==> src/rtl/bird_motion.sv <==
// Vertical motion of the bird: hover in IDLE, gravity/flap physics in FLY,
// gravity-only fall in DYING, frozen in DEAD. All outputs come from flops.
module bird_motion #(
   parameter logic [8:0] START_HEIGHT  = 9'd200,
   parameter logic [8:0] GROUND_HEIGHT = 9'd440,
   parameter int         FLAP_VEL      = 6,
   parameter int         MAX_FALL_VEL  = 8
) (
   input  logic       clk,
   input  logic       rst_n,
   input  logic       frame_tick,
   input  logic       flap_btn,
   input  logic       game_start,
   input  logic       collision,
   output logic [8:0] bird_height,
   output logic       bird_valid,
   output logic [2:0] bird_angle,
   output logic       bird_dead
);

   typedef enum logic [1:0] {StIdle, StFly, StDying, StDead} state_e;

   localparam logic signed [5:0] FlapVel = 6'(-FLAP_VEL);
   localparam logic signed [5:0] MaxVel  = 6'(MAX_FALL_VEL);

   state_e            state_q, state_d;
   logic signed [5:0] vel_q, vel_d, vel_grav;
   logic [8:0]        height_q, height_d;
   logic              flap_prev_q, flap_pend_q, flap_pend_d, flap_edge;
   logic              valid_q, dead_q, dead_d;
   logic [2:0]        angle_q, angle_d;
   logic signed [9:0] height_sum;
   logic              hit_ceiling, hit_ground;

   // Height step at 10 bits signed so both ceiling underflow and ground overshoot are visible.
   always_comb begin
      height_sum  = $signed({1'b0, height_q}) + $signed({{4{vel_q[5]}}, vel_q});
      hit_ceiling = height_sum[9];
      hit_ground  = !hit_ceiling && (height_sum >= $signed({1'b0, GROUND_HEIGHT}));
      vel_grav    = (vel_q >= MaxVel) ? MaxVel : vel_q + 6'sd1;
      flap_edge   = flap_btn & ~flap_prev_q;
   end

   // Next-state, physics update and registered-output decode.
   always_comb begin
      state_d     = state_q;
      height_d    = height_q;
      vel_d       = vel_q;
      flap_pend_d = flap_pend_q | flap_edge;

      unique case (state_q)
         StIdle: begin
            if (game_start) begin
               state_d     = StFly;
               height_d    = START_HEIGHT;
               vel_d       = FlapVel;
               flap_pend_d = 1'b0;
            end
         end
         StFly: begin
            if (frame_tick) begin
               // The tick consumes the pending flap; an edge on this same clock survives.
               flap_pend_d = flap_edge;
               if (hit_ceiling) begin
                  height_d = '0;
                  vel_d    = '0;
               end else if (hit_ground) begin
                  height_d = GROUND_HEIGHT;
                  state_d  = StDead;
               end else begin
                  height_d = height_sum[8:0];
                  vel_d    = flap_pend_q ? FlapVel : vel_grav;
               end
            end
            // Ground hit wins over a simultaneous collision.
            if (collision && (state_d != StDead)) begin
               state_d = StDying;
               if (vel_d < 0) begin
                  vel_d = '0;
               end
            end
         end
         StDying: begin
            if (frame_tick) begin
               if (hit_ground) begin
                  height_d = GROUND_HEIGHT;
                  state_d  = StDead;
               end else begin
                  height_d = height_sum[8:0];
                  vel_d    = vel_grav;
               end
            end
         end
         StDead: begin
            if (game_start) begin
               state_d  = StIdle;
               height_d = START_HEIGHT;
               vel_d    = '0;
            end
         end
      endcase

      dead_d = (state_d == StDead);
      if (dead_d) begin
         angle_d = 3'd4;
      end else if (vel_d < 0) begin
         angle_d = 3'd0;
      end else if (vel_d >= 6'sd6) begin
         angle_d = 3'd4;
      end else begin
         // vel 0..5 maps pairwise onto tilt 1..3
         angle_d = {1'b0, vel_d[2:1]} + 3'd1;
      end
   end

   // State, physics and output registers with synchronous reset.
   always_ff @(posedge clk) begin
      if (!rst_n) begin
         state_q     <= StIdle;
         height_q    <= START_HEIGHT;
         vel_q       <= '0;
         flap_prev_q <= 1'b0;
         flap_pend_q <= 1'b0;
         valid_q     <= 1'b0;
         angle_q     <= 3'd1;
         dead_q      <= 1'b0;
      end else begin
         state_q     <= state_d;
         height_q    <= height_d;
         vel_q       <= vel_d;
         flap_prev_q <= flap_btn;
         flap_pend_q <= flap_pend_d;
         valid_q     <= valid_q | frame_tick;
         angle_q     <= angle_d;
         dead_q      <= dead_d;
      end
   end

   assign bird_height = height_q;
   assign bird_valid  = valid_q;
   assign bird_angle  = angle_q;
   assign bird_dead   = dead_q;

endmodule

==> config.mk <==
export PLATFORM = sky130hd
export DESIGN_NAME = bird_motion
export DESIGN_NICKNAME = d
export VERILOG_FILES = /design/src/rtl/bird_motion.sv
export SDC_FILE = /design/constraint.sdc
export NUM_CORES = 1
export LEC_CHECK = 0
export ABC_AREA = 1
export BUFFER_PORTS_ARGS = -buffer_cell sky130_fd_sc_hd__buf_4
export CORE_ASPECT_RATIO = 0.8
export CORE_MARGIN = 2
export CORE_UTILIZATION = 25
export DETAILED_ROUTE_END_ITERATION = 7
export PLACE_DENSITY = 0.37
export SKIP_LAST_GASP = 1
export SYNTH_ARGS = -nofsm -noshare
export SYNTH_HDL_FRONTEND = slang
export SYNTH_SLANG_ARGS = --single-unit
==> constraint.sdc <==
create_clock -name clk -period 5.2 [get_ports clk]
set_input_delay 0.52 -clock clk [delete_from_list [all_inputs] [get_ports clk]]
set_output_delay 0.52 -clock clk [all_outputs]
set_load 0.1 [all_outputs]
==> results.yml <==
run_status:
  run_status: "finished clean"
floorplan:
  dieWidth_um: 109
  io_pins: 20
  fp.coreArea_um2: 8520
  initial_core_util_pct: 25.8
  die_y_um: 87.9
  num_rows: 30
  dieArea_um2: 9570
synth:
  synth_seq_cells: 24
  synth_edf_count: 0
  syn_inst: 358
  synth_nets: 381
  synthTopCellsByArea: "dfxtp_1 22%, nand2_1 17%, inv_1 10%, ha_1 9.1%, a21oi_1 6.8%"
  async_reset_ff_share_pct: 0
  syn_area_um2: 2200
  synth_ff_type: "dfxtp_1"
  synth_top_area_cell: "dfxtp_1"
  synth-seq-area-share_pct: 21.8
  ys.warnings.count: 0
  ys_types: 36
  syn_avg_cell_area_um2: 6.15
  yosys.area.top_type_share_pct: 21.8
global_routing:
  grt_max_degree: 20
  grt_use_total_pct: 14.5
  grt_pass1_wl_um: 10800
  antenna_found_initial: 0
  grt_pass1_vias: 2094
  gr-total-overflow: 0
sta:
  slew_viol_final: 0
  finalHoldViolations: 0
  rsz0062_at_grt: "no"
  timing.hold.ws_ns: 0.423
  finalSetupViolCount: 0
  fmaxAchievable_ghz: 0.317
  slew_headroom_pct: 56.6
  fin_crit_ns: 3.15
  worstMarginPinSlew_ns: 0.647
  fin_tns_setup_ns: 0
  skew_ns: 0.00349
  fin_crit_sh_pct: 60.7
hold_path:
  min_path_type: "in2reg"
clock_tree:
  root_buffer: "clkbuf_8"
  post_cts_buffers: 0
  cts_resized: 0
  path_clk_slew_ns: 0.10
  tritoncts: "done"
  clock_sinks: 24
  cts_buffer_depth: 2
  clkLatencyLatePin_ns: 0.28
  cts_made_buffers: 3
  cts_hold_buf: 0
  ctsHtreeMaxLevel: 1
worst_setup_path:
  path_cells: "ha_1 -> inv_1 -> fa_1 -> inv_1 -> nand2_1 -> nand2_1 -> nand3_1 -> nand3b_1 -> nand2_2 -> nor2_8 -> nand3_4 -> nand2_4 -> nand2_1 -> nand3_1 -> nand3_1 -> inv_1 -> nand2_1 -> nand2_2 -> inv_1 -> ha_1 -> inv_1 -> nand3_1 -> nand2_1 -> nand2_1"
  path_max_fanout: 10
  crit_required_ns: 5.39
  worstSetupStartpointType: "register"
  critPathMaxStageDelay_ns: 0.43
  worstPathArrival_ns: 3.34
  worstSetupPathType: "reg2reg"
  crit_top_cell: "nand2_1"
  cp_slowest_cell: "dfxtp_1"
  critPathCaptureType: "register"
cells_and_area:
  diodes: 0
  final_cell_mix: "98 x nand2_1, 61 x inv_1, 30 x a21oi_1"
  layout-drive-gt1-share_pct: 14.0
  nFillCells: 964
  design_area_um2: 2530
  areaGrowthSynthToFinish_pct: 14.8
  layout_commonest_cell: "nand2_1"
  layout.nets: 402
  final_util_pct: 29.6
detailed_routing:
  wl_met2_um: 2670
  viasPerCell: 4.63
  final_antenna_net_count: 0
  met1Wirelength_um: 3740
  wl_met3_um: 355
  remaining_drc_errors: 0
  firstDrtPassIters: 4
  avgRoutedWirePerCell_um: 13.9
  top_layer_used: "met4"
  vias: 2268
  wl_um: 6800
  drt_iter0_drc: 136
run:
  cap_viol_max_count: 0
placed_design:
  placed_cell_area_um2: 2470
  hpwl_um: 5380
  port_buffers: 19
  gp_congestion: 0.818
[final timing paths]
| kind | slack, ns | cells after the start | start | end |
|---|---|---|---|---|
| hold reg to reg | 0.48 | 2 | bird_valid$_SDFF_PN0_ | bird_valid$_SDFF_PN0_ |
| hold / removal | 0.42 | 3 | flap_btn | flap_prev_q$_SDFF_PN0_ |
| setup / recovery | 2.05 | 24 | vel_q[0]$_SDFF_PN0_ | bird_angle[2]$_SDFF_PN0_ |
| setup reg to reg | 2.05 | 24 | vel_q[0]$_SDFF_PN0_ | bird_angle[2]$_SDFF_PN0_ |
[cells in the mapped netlist, drive strengths merged (2+ instances only)]
library cell and count:
dfxtp 24, nor2 33, a31oi 2, nand3b 3, o21ai 17, clkinv 3, nand4 8, nand2 111
buf 2, a21oi 32, o211ai 2, o31ai 2, inv 64, nand3 31, ha 16
[critical path, delay by kind of cell, from the launching register on]
family / cells / cell delay, ns
and+or+nand+nor: 16 / 1.51
adders and majority gates: 3 / 0.80
DFF: 1 / 0.43
buffers and inverters: 5 / 0.33
[state kept, by name, summed over array words and instances (netlist names)]
register and cells:
bird_height 9, vel_q 6, bird_angle 3, state_q 2
bird_dead 1, bird_valid 1, flap_pend_q 1, flap_prev_q 1
[cell type report]
class	count	area [um2]	area share [%]
Inverter	67	251	9.96
Multi-Input combinational cell	264	1460	57.7
Clock buffer	4	55.1	2.18
Sequential cell	24	480	19.0
Tap cell	112	140	5.55
Timing Repair Buffer	19	143	5.65
[kinds of logic (layout without fill, tap and decap cells)]
group / after synthesis / in the layout / share of synthesized area [%]
AOI/OAI and AO/OA: 59 / 59 / 15.3
adders and majority gates: 17 / 17 / 10.0
buffers and inverters: 70 / 90 / 12.0
DFF: 24 / 24 / 21.8
and+or+nand+nor: 188 / 188 / 40.9
[per-stage QoR]
stage                     instances  setup slack [ns]
after floorplan                 358              1.75
after global placement          486              2.12
after detailed placement        486              2.05
after CTS                       490              2.02
after global routing            490              1.68
final                           490              2.05
[per-layer routing]
metal | up-vias | global-route usage [%]
li1 | 1188 | -
met5 | - | 0
met2 | 66 | 21.0
met3 | 5 | 2.01
met4 | 0 | 2.10
met1 | 1009 | 22.9
Power is left out: the tool's default activity adds up to more than one toggle a clock period on the data nets, which glitch-free logic cannot reach.
